===== config.mk =====
export PLATFORM = sky130hd
export DESIGN_NAME = imem_loader_flat
export DESIGN_NICKNAME = d
export VERILOG_FILES = /design/src/rtl/imem_loader_pkg.sv /design/src/rtl/imem_loader_if.sv /design/src/rtl/imem_loader_byte_packer.sv /design/src/rtl/imem_loader.sv /design/src/flat_wrapper.sv
export SDC_FILE = /design/constraint.sdc
export NUM_CORES = 1
export LEC_CHECK = 0
export ABC_AREA = 0
export CORE_MARGIN = 2
export CORE_UTILIZATION = 30
export DETAILED_ROUTE_END_ITERATION = 7
export GPL_ROUTABILITY_DRIVEN = 0
export GPL_TIMING_DRIVEN = 1
export PLACE_DENSITY_LB_ADDON = 0.15
export RECOVER_POWER = 100
export SYNTH_ARGS = -nofsm -noshare
export SYNTH_HDL_FRONTEND = slang
export SYNTH_SLANG_ARGS = --single-unit

===== constraint.sdc =====
create_clock -name clk -period 3.3 [get_ports clk]
set_clock_uncertainty 0.15 [all_clocks]
set_input_delay 0.33 -clock clk [delete_from_list [all_inputs] [get_ports clk]]
set_output_delay 0.33 -clock clk [all_outputs]
set_load 0.05 [all_outputs]

===== src/rtl/imem_loader_pkg.sv =====
// Shared types and constants for the boot-time instruction-memory loader.
package imem_loader_pkg;

  typedef enum logic [2:0] {
    S_LEN_LO,
    S_LEN_HI,
    S_DATA,
    S_CSUM,
    S_DONE,
    S_ERROR
  } state_t;

  localparam int unsigned BYTES_PER_WORD = 4;
  localparam int unsigned LEN_BYTES      = 2;

  // States in which the loader is willing to take a stream byte.
  function automatic logic accepts_byte(input state_t s);
    return (s == S_LEN_LO) || (s == S_LEN_HI) || (s == S_DATA) || (s == S_CSUM);
  endfunction

endpackage


===== src/rtl/imem_loader_if.sv =====
// Byte-stream input and instruction-memory write port of the loader.
interface imem_loader_if #(
  parameter int unsigned ADDR_W = 8
);
  logic              in_valid;
  logic [7:0]        in_data;
  logic              in_ready;
  logic              imem_we;
  logic [ADDR_W-1:0] imem_waddr;
  logic [31:0]       imem_wdata;

  // Stream source / memory observer side.
  modport master (
    output in_valid, in_data,
    input  in_ready, imem_we, imem_waddr, imem_wdata
  );

  // Loader side.
  modport slave (
    input  in_valid, in_data,
    output in_ready, imem_we, imem_waddr, imem_wdata
  );
endinterface


===== src/rtl/imem_loader_byte_packer.sv =====
// Assembles consecutive bytes into little-endian 32-bit words.
module byte_packer
  import imem_loader_pkg::*;
(
  input  logic        clk,
  input  logic        reset,
  input  logic        clear,
  input  logic        strobe,
  input  logic [7:0]  data,
  output logic [31:0] word,
  output logic        word_valid,
  output logic        last_c
);

  localparam int unsigned IDX_W = $clog2(BYTES_PER_WORD);

  logic [IDX_W-1:0] idx;
  logic [23:0]      lo_bytes;

  // Next accepted byte completes the word.
  assign last_c = (idx == IDX_W'(BYTES_PER_WORD - 1));

  // Lower bytes shift in from the top so byte 0 ends in bits [7:0].
  always_ff @(posedge clk or posedge reset) begin
    if (reset) begin
      idx        <= '0;
      lo_bytes   <= '0;
      word       <= '0;
      word_valid <= 1'b0;
    end else begin
      word_valid <= 1'b0;
      if (clear) begin
        idx <= '0;
      end else if (strobe) begin
        if (last_c) begin
          word       <= {data, lo_bytes};
          word_valid <= 1'b1;
          idx        <= '0;
        end else begin
          lo_bytes <= {data, lo_bytes[23:8]};
          idx      <= idx + IDX_W'(1);
        end
      end
    end
  end

endmodule


===== src/rtl/imem_loader.sv =====
// Framed byte-stream loader writing instruction memory and gating core reset.
module imem_loader
  import imem_loader_pkg::*;
#(
  parameter int unsigned ADDR_W = 8
) (
  input  logic          clk,
  input  logic          reset,
  input  logic          restart,
  imem_loader_if.slave  bus,
  output logic          core_reset,
  output logic          done,
  output logic          error,
  output logic [ADDR_W:0] words_loaded
);

  localparam int unsigned CAP = 1 << ADDR_W;

  state_t            state;
  logic              in_ready;
  logic [7:0]        len_lo;
  logic [ADDR_W:0]   len;
  logic [7:0]        csum;
  logic [ADDR_W-1:0] waddr;

  logic              accept_c;
  logic              restart_ok_c;
  logic [15:0]       len_rx_c;
  logic [31:0]       pk_word;
  logic              pk_valid;
  logic              pk_last_c;

  assign accept_c     = bus.in_valid && in_ready;
  assign restart_ok_c = restart && ((state == S_DONE) || (state == S_ERROR));
  assign len_rx_c     = {bus.in_data, len_lo};

  assign bus.in_ready   = in_ready;
  assign bus.imem_we    = pk_valid;
  assign bus.imem_wdata = pk_word;
  assign bus.imem_waddr = waddr;

  byte_packer u_packer (
    .clk        (clk),
    .reset      (reset),
    .clear      (restart_ok_c),
    .strobe     (accept_c && (state == S_DATA)),
    .data       (bus.in_data),
    .word       (pk_word),
    .word_valid (pk_valid),
    .last_c     (pk_last_c)
  );

  // Frame FSM, word counter, checksum accumulator and status flags.
  always_ff @(posedge clk or posedge reset) begin
    if (reset) begin
      state        <= S_LEN_LO;
      in_ready     <= 1'b0;
      len_lo       <= '0;
      len          <= '0;
      csum         <= '0;
      waddr        <= '0;
      words_loaded <= '0;
      core_reset   <= 1'b1;
      done         <= 1'b0;
      error        <= 1'b0;
    end else begin
      in_ready <= accepts_byte(state);
      if (restart_ok_c) begin
        state        <= S_LEN_LO;
        in_ready     <= 1'b1;
        csum         <= '0;
        words_loaded <= '0;
        core_reset   <= 1'b1;
        done         <= 1'b0;
        error        <= 1'b0;
      end else if (accept_c) begin
        case (state)
          S_LEN_LO: begin
            len_lo <= bus.in_data;
            state  <= S_LEN_HI;
          end
          S_LEN_HI: begin
            if (32'(len_rx_c) > CAP) begin
              state    <= S_ERROR;
              error    <= 1'b1;
              in_ready <= 1'b0;
            end else if (len_rx_c == 16'd0) begin
              state <= S_CSUM;
            end else begin
              len   <= len_rx_c[ADDR_W:0];
              state <= S_DATA;
            end
          end
          S_DATA: begin
            csum <= csum ^ bus.in_data;
            if (pk_last_c) begin
              waddr        <= words_loaded[ADDR_W-1:0];
              words_loaded <= words_loaded + (ADDR_W+1)'(1);
              if (words_loaded + (ADDR_W+1)'(1) == len) begin
                state <= S_CSUM;
              end
            end
          end
          S_CSUM: begin
            in_ready <= 1'b0;
            if (bus.in_data == csum) begin
              state      <= S_DONE;
              done       <= 1'b1;
              core_reset <= 1'b0;
            end else begin
              state <= S_ERROR;
              error <= 1'b1;
            end
          end
          default: ;
        endcase
      end
    end
  end

endmodule


===== src/flat_wrapper.sv =====
// flat-port wrapper written by rule: the top's interface ports become plain ports
module imem_loader_flat import imem_loader_pkg::*;
#(
  parameter int unsigned ADDR_W = 8
)
  (clk, reset, restart, core_reset, done, error, words_loaded, bus_in_valid, bus_in_data, bus_in_ready, bus_imem_we, bus_imem_waddr, bus_imem_wdata);
  imem_loader_if #(.ADDR_W(ADDR_W)) bus_i ();
  input  logic clk;
  input  logic reset;
  input  logic restart;
  output logic core_reset;
  output logic done;
  output logic error;
  output logic [ADDR_W:0] words_loaded;
  input wire logic [$bits(bus_i.in_valid)-1:0] bus_in_valid;
  input wire logic [$bits(bus_i.in_data)-1:0] bus_in_data;
  output wire logic [$bits(bus_i.in_ready)-1:0] bus_in_ready;
  output wire logic [$bits(bus_i.imem_we)-1:0] bus_imem_we;
  output wire logic [$bits(bus_i.imem_waddr)-1:0] bus_imem_waddr;
  output wire logic [$bits(bus_i.imem_wdata)-1:0] bus_imem_wdata;
  assign bus_i.in_valid = bus_in_valid;
  assign bus_i.in_data = bus_in_data;
  assign bus_in_ready = bus_i.in_ready;
  assign bus_imem_we = bus_i.imem_we;
  assign bus_imem_waddr = bus_i.imem_waddr;
  assign bus_imem_wdata = bus_i.imem_wdata;
  imem_loader #(.ADDR_W(ADDR_W)) u_core (.clk(clk), .reset(reset), .restart(restart), .bus(bus_i), .core_reset(core_reset), .done(done), .error(error), .words_loaded(words_loaded));
endmodule

* Word level (Yosys, flattened, before mapping)
Cells that the tools add are included.
Storage, ports and cells: register bits 108, input port bits 12, output and inout port bits 54, word-level logic and storage cells 99
Operators by class: $add $sub $neg 2, order comparisons 1, equal/unequal tests 12, mux-type cells 38, bitwise gates (word level) 5, reductions and logical operators 27
Operator list (count):
- 2-to-1 mux 9 bit | 4
- 2-to-1 mux 8 bit | 3
- 2-to-1 mux 1 bit | 20
- > comparator 16 x 9 -> 1 bit (second input constant) | 1
- logical NOT 16 bit | 1
- 2-to-1 mux 3 bit | 5
- AND reduction 3 bit | 5
- one-hot mux 3 bit (4 select lines) | 1
- AND reduction 4 bit | 3
- nonzero test 2 bit | 6
- adder 9 x 1 -> 9 bit (second input constant) | 1
- == test 9 bit | 1
- inequality test 3 x 2 -> 1 bit (second input constant) | 3
- == test 8 bit | 1
- XOR 8 bit | 1
- == test 3 x 2 -> 1 bit (second input constant) | 2
- == test 3 bit (second input constant) | 2
- 2-to-1 mux 2 bit | 3
- AND reduction 5 bit | 1
- nonzero test 5 bit | 1
- logical OR 1 bit | 4
- NOT 1 bit | 4
- one-hot mux 1 bit (2 select lines) | 2
- == test 3 x 1 -> 1 bit (second input constant) | 1
- other kinds (7) | 9

* Logic depth before layout (Yosys ltp)
depth after elaboration 8, gate-level depth with buffers 9, depth with buffers taken out 6

* Cells and area by module
A second synthesis with hierarchy kept.
Unflattened totals: cell total of the unflattened synthesis 351, area, all modules 4663.2 sq um
Modules (own cells, without submodules):
- imem_loader | instances 1, cells an instance 221, area each 2416.1 sq um, seq. area each 1227.4 sq um
- byte_packer | instances 1, cells an instance 130, area each 2247.2 sq um, seq. area each 1476.4 sq um

* Least setup slack after synthesis
OpenSTA, ideal clock, no wires.
kind reg2reg, from register u_core.len_lo[4], to register u_core.len[0], library setup time 0.125 ns, arrival time 2.214 ns, required time 3.025 ns, path slack 0.812 ns, cell stages (with the launch flop) 6, buffers on the path 0, clock period less this slack 2.488 ns, path through dfrtp_1 -> or4_2 -> o21ai_2 -> nand2b_2 -> nor4_4 -> mux2_2
Between the ends: cells in the longest elaborated chain, start to end 3, elaborated cells on any way between the ends 5, classes of those cells 1 x order compare; 2 x bitwise; 2 x reduce/logical
RTL lines:
- from (decl) | line imem_loader.sv:21 | logic [7:0] len_lo;
- from (signal assigned) | line imem_loader.sv:79 | len_lo <= bus.in_data;
- > comparator 16 x 9 -> 1 bit or logical NOT 16 bit (tied branches) | line imem_loader.sv:83, imem_loader.sv:87
- NOT 1 bit (no line)
- AND reduction 5 bit (no line) (*)
- to (signal assigned) | line imem_loader.sv:90 | len <= len_rx_c[ADDR_W:0];
- to (decl) | line imem_loader.sv:22 | logic [ADDR_W:0] len;
Mark *: on every way between the ends. The rest lies on a longest branch, timed or not. A chain may end at the register's enable or synchronous reset.

* Final worst setup path
from register u_core.len_lo[4], to register u_core.len[8]
The elaborated chain is that of the path after synthesis.

==> flow_summary.ini <==
[status]
status = finished, final reports clean

[placed_design]
dp_hpwl_um = 8318
numPortBuffers = 65

[critical_path]
cp-start-kind = flip-flop
required_ns = 3.39
end_kind = flip-flop
slowest_delay_ns = 0.69
cp_max_fo = 9
cpLargestDelayFamily = simple AND/OR/NAND/NOR gates
path_class = flip-flop to flip-flop
critical-path-slowest-cell = or4_2
critPathArrivalTime_ns = 2.96
crit_chain = or4_2 -> o21ai_0 -> nand2b_2 -> nor4_4 -> mux2_2
path_buf_inv = 0

[clock_tree]
hold_buffers = 0
post_cts_resized = 0
htreeDepth = 3
post_cts_buffers = 0
cts_tree = done
clockBufferDepth = 2
cts_root_buf = clkbuf_16
clk_latency_ns = 0.35
cts_num_sinks = 108
numCtsBuffers = 9
clk_pin_slew_worst_paths_ns = 0.07

[yosys]
yosys_warnings = 0
ys_seq_area_frac = 0.5626
synth_edf_count = 0
synthCells = 468
synth-compound-area-share = 0.06535
synth-xor-area-share = 0.04009
synth-seq-cells = 108
synthTopCellsByArea = dfrtp_1, nand2_1, mux2_2
yosysTopAreaCellShare = 0.5571
syn_area_sq_um = 4806
ys_types = 46
synth_top_family_by_area = simple AND/OR/NAND/NOR gates
yosysMostFrequentCell = nand2_1
synth_top_area_cell = dfrtp_1
muxShareOfSynthArea = 0.09607
syn-num-nets = 482
synthAdderAreaFrac = 0.007290
synthArstFlopShare = 1.000
synth_common_cells = nand2_1, dfrtp_1, mux2_2
synth_simple_gate_area_share = 0.1968
synth-main-ff-cell = dfrtp_1
syn_avg_cell_area_sq_um = 10.27

[drt]
vias = 3498
drc = 0
ant_nets = 0
wire_per_inst_um = 15.91
drt_iter0_markers = 230
vias_per_cell = 4.658
firstDrtPassIters = 4
wl_um = 11950

[global_routing]
grt_max_degree = 56
met2_usage = 0.2319
antenna_found_initial = 0
busiest_layer = met2
use_met1 = 0.2080
globalRouteOverflowTotal = 0
use_met3 = 0.02484
grt_pass1_vias = 3476
grt_pass1_wl_um = 19320
grt.total_usage = 0.1488

[cells_and_area]
nets = 544
area_delta_synth_final_pct = 24.45
diodes = 0
finish.utilization = 0.3792
drive_gt1_frac = 0.1421

[timing]
min_period_ns = 2.873
rsz0062_at_grt = false
tns_ns = 0
maxSlewHeadroom = 0.02511
whs_ns = 0.3170
worstMarginPinSlew_ns = 1.454
drv_slew = 0
setup_violations = 0
hold_violations = 0
fin_crit_sh = 0.8705
clock.fmax_ghz = 0.3481

[power]
pwr_density_cell_nw_per_um2 = 498.8
ir_drop_mv = 0.2474
leakage_nw = 3.015

[floorplan]
die_h_um = 130.6
dieArea_sq_um = 17050
fp.coreArea_sq_um = 15770
start_util = 0.3047
die_w_um = 130.6
core.rowCount = 46
ios = 66

[run]
cap_violations = 0

[min_path]
hold_class = flip-flop to flip-flop
[path summary, 6_finish.rpt]
| check | from | endpoint | slack [ns] | cells after the start |
|---|---|---|---|---|
| min | u_core.u_packer.lo_bytes[5] | u_core.u_packer.word[5] | 0.32 | 2 |
| max | u_core.len_lo[4] | u_core.len[8] | 0.43 | 5 |
| max reg2reg | u_core.len_lo[4] | u_core.len[8] | 0.43 | 5 |
| max in group asynchronous | reset | u_core.len_lo[3] | 0.99 | 3 |
| min reg2reg | u_core.u_packer.lo_bytes[5] | u_core.u_packer.word[5] | 0.32 | 2 |
| min in group asynchronous | reset | u_core.u_packer.word[3] | 0.61 | 2 |
[area by class of cell]
| cell class | count | area [sq um] |
|---|---|---|
| flip-flops and latches | 108 | 2704 |
| fillers | 1627 | 9789 |
| repair buffers | 78 | 726.9 |
| well taps | 216 | 270.3 |
| clock buffers | 9 | 225.2 |
| inverters | 7 | 27.53 |
| clock inverters | 7 | 81.33 |
| multi-input cells | 326 | 1946 |
[registers in the layout, indices dropped and copies added (netlist names)]
register and cells:
u_core.core_reset 1, u_core.u_packer.word 32, u_core.len 9, u_core.bus.imem_waddr 8, u_core.error 1, u_core.bus.in_ready 1, u_core.len_lo 8, u_core.u_packer.word_valid 1
u_core.done 1, u_core.csum 8, u_core.u_packer.idx 2, u_core.state 3, u_core.u_packer.lo_bytes 24, u_core.words_loaded 9
[metrics by stage]
step                instances  instance area [sq um]  setup WS, ns  total power, mW
floorplan                 468                   4810        0.8116            1.761
CTS                       751                   6021        0.5837            3.037
finish                    751                   5981        0.4274            2.983
detailed placement        735                   5714        0.4255            1.891
global placement          735                   5714        0.4322            1.886
global route              751                   5981        0.3055            3.117
[per-layer routing]
| layer | share of wire | vias to the layer above |
|---|---|---|
| met5 | 0 | - |
| met4 | 0.019 | 0 |
| met3 | 0.038 | 16 |
| met2 | 0.47 | 66 |
| met1 | 0.48 | 1720 |
| li1 | - | 1696 |
[cell usage in the layout (no fill, tap or decap), drive strengths merged, types with 4 or more instances in the layout]
cell           Yosys  final
xor2              14     14
mux2              41     41
nand2            132    132
nor2              19     19
o21ai             31     31
dfrtp            107    107
buf                2      6
nor3               7      7
dlygate4sd3        0     56
a21oi              6      6
or4                4      4
clkdlybuf4s50      0      9
nand3             11     11
inv                6      8
nand2b            10     10
nand3b             4      4
clkbuf            25     16
xnor2              8      8
[where the power goes]
part | internal (mW) | switching [mW]
registers | 1.41 | 0.0869
logic | 0.148 | 0.208
clock network | 0.601 | 0.533
[worst register-to-register path: stages (launching register included)]
cell      delay, ns
dfrtp_1        0.40
or4_2          0.69
o21ai_0        0.37
nand2b_2       0.14
nor4_4         0.61
mux2_2         0.41
[kinds of logic after synthesis]
family,after synthesis
and+or+nand+nor,207
DFF,108
AOI/OAI and AO/OA,53
muxes,41
buffers and inverters,34
xor gates and xnor gates,22
adders and majority gates,3
Note: power is estimated with default switching activity, not from simulation.
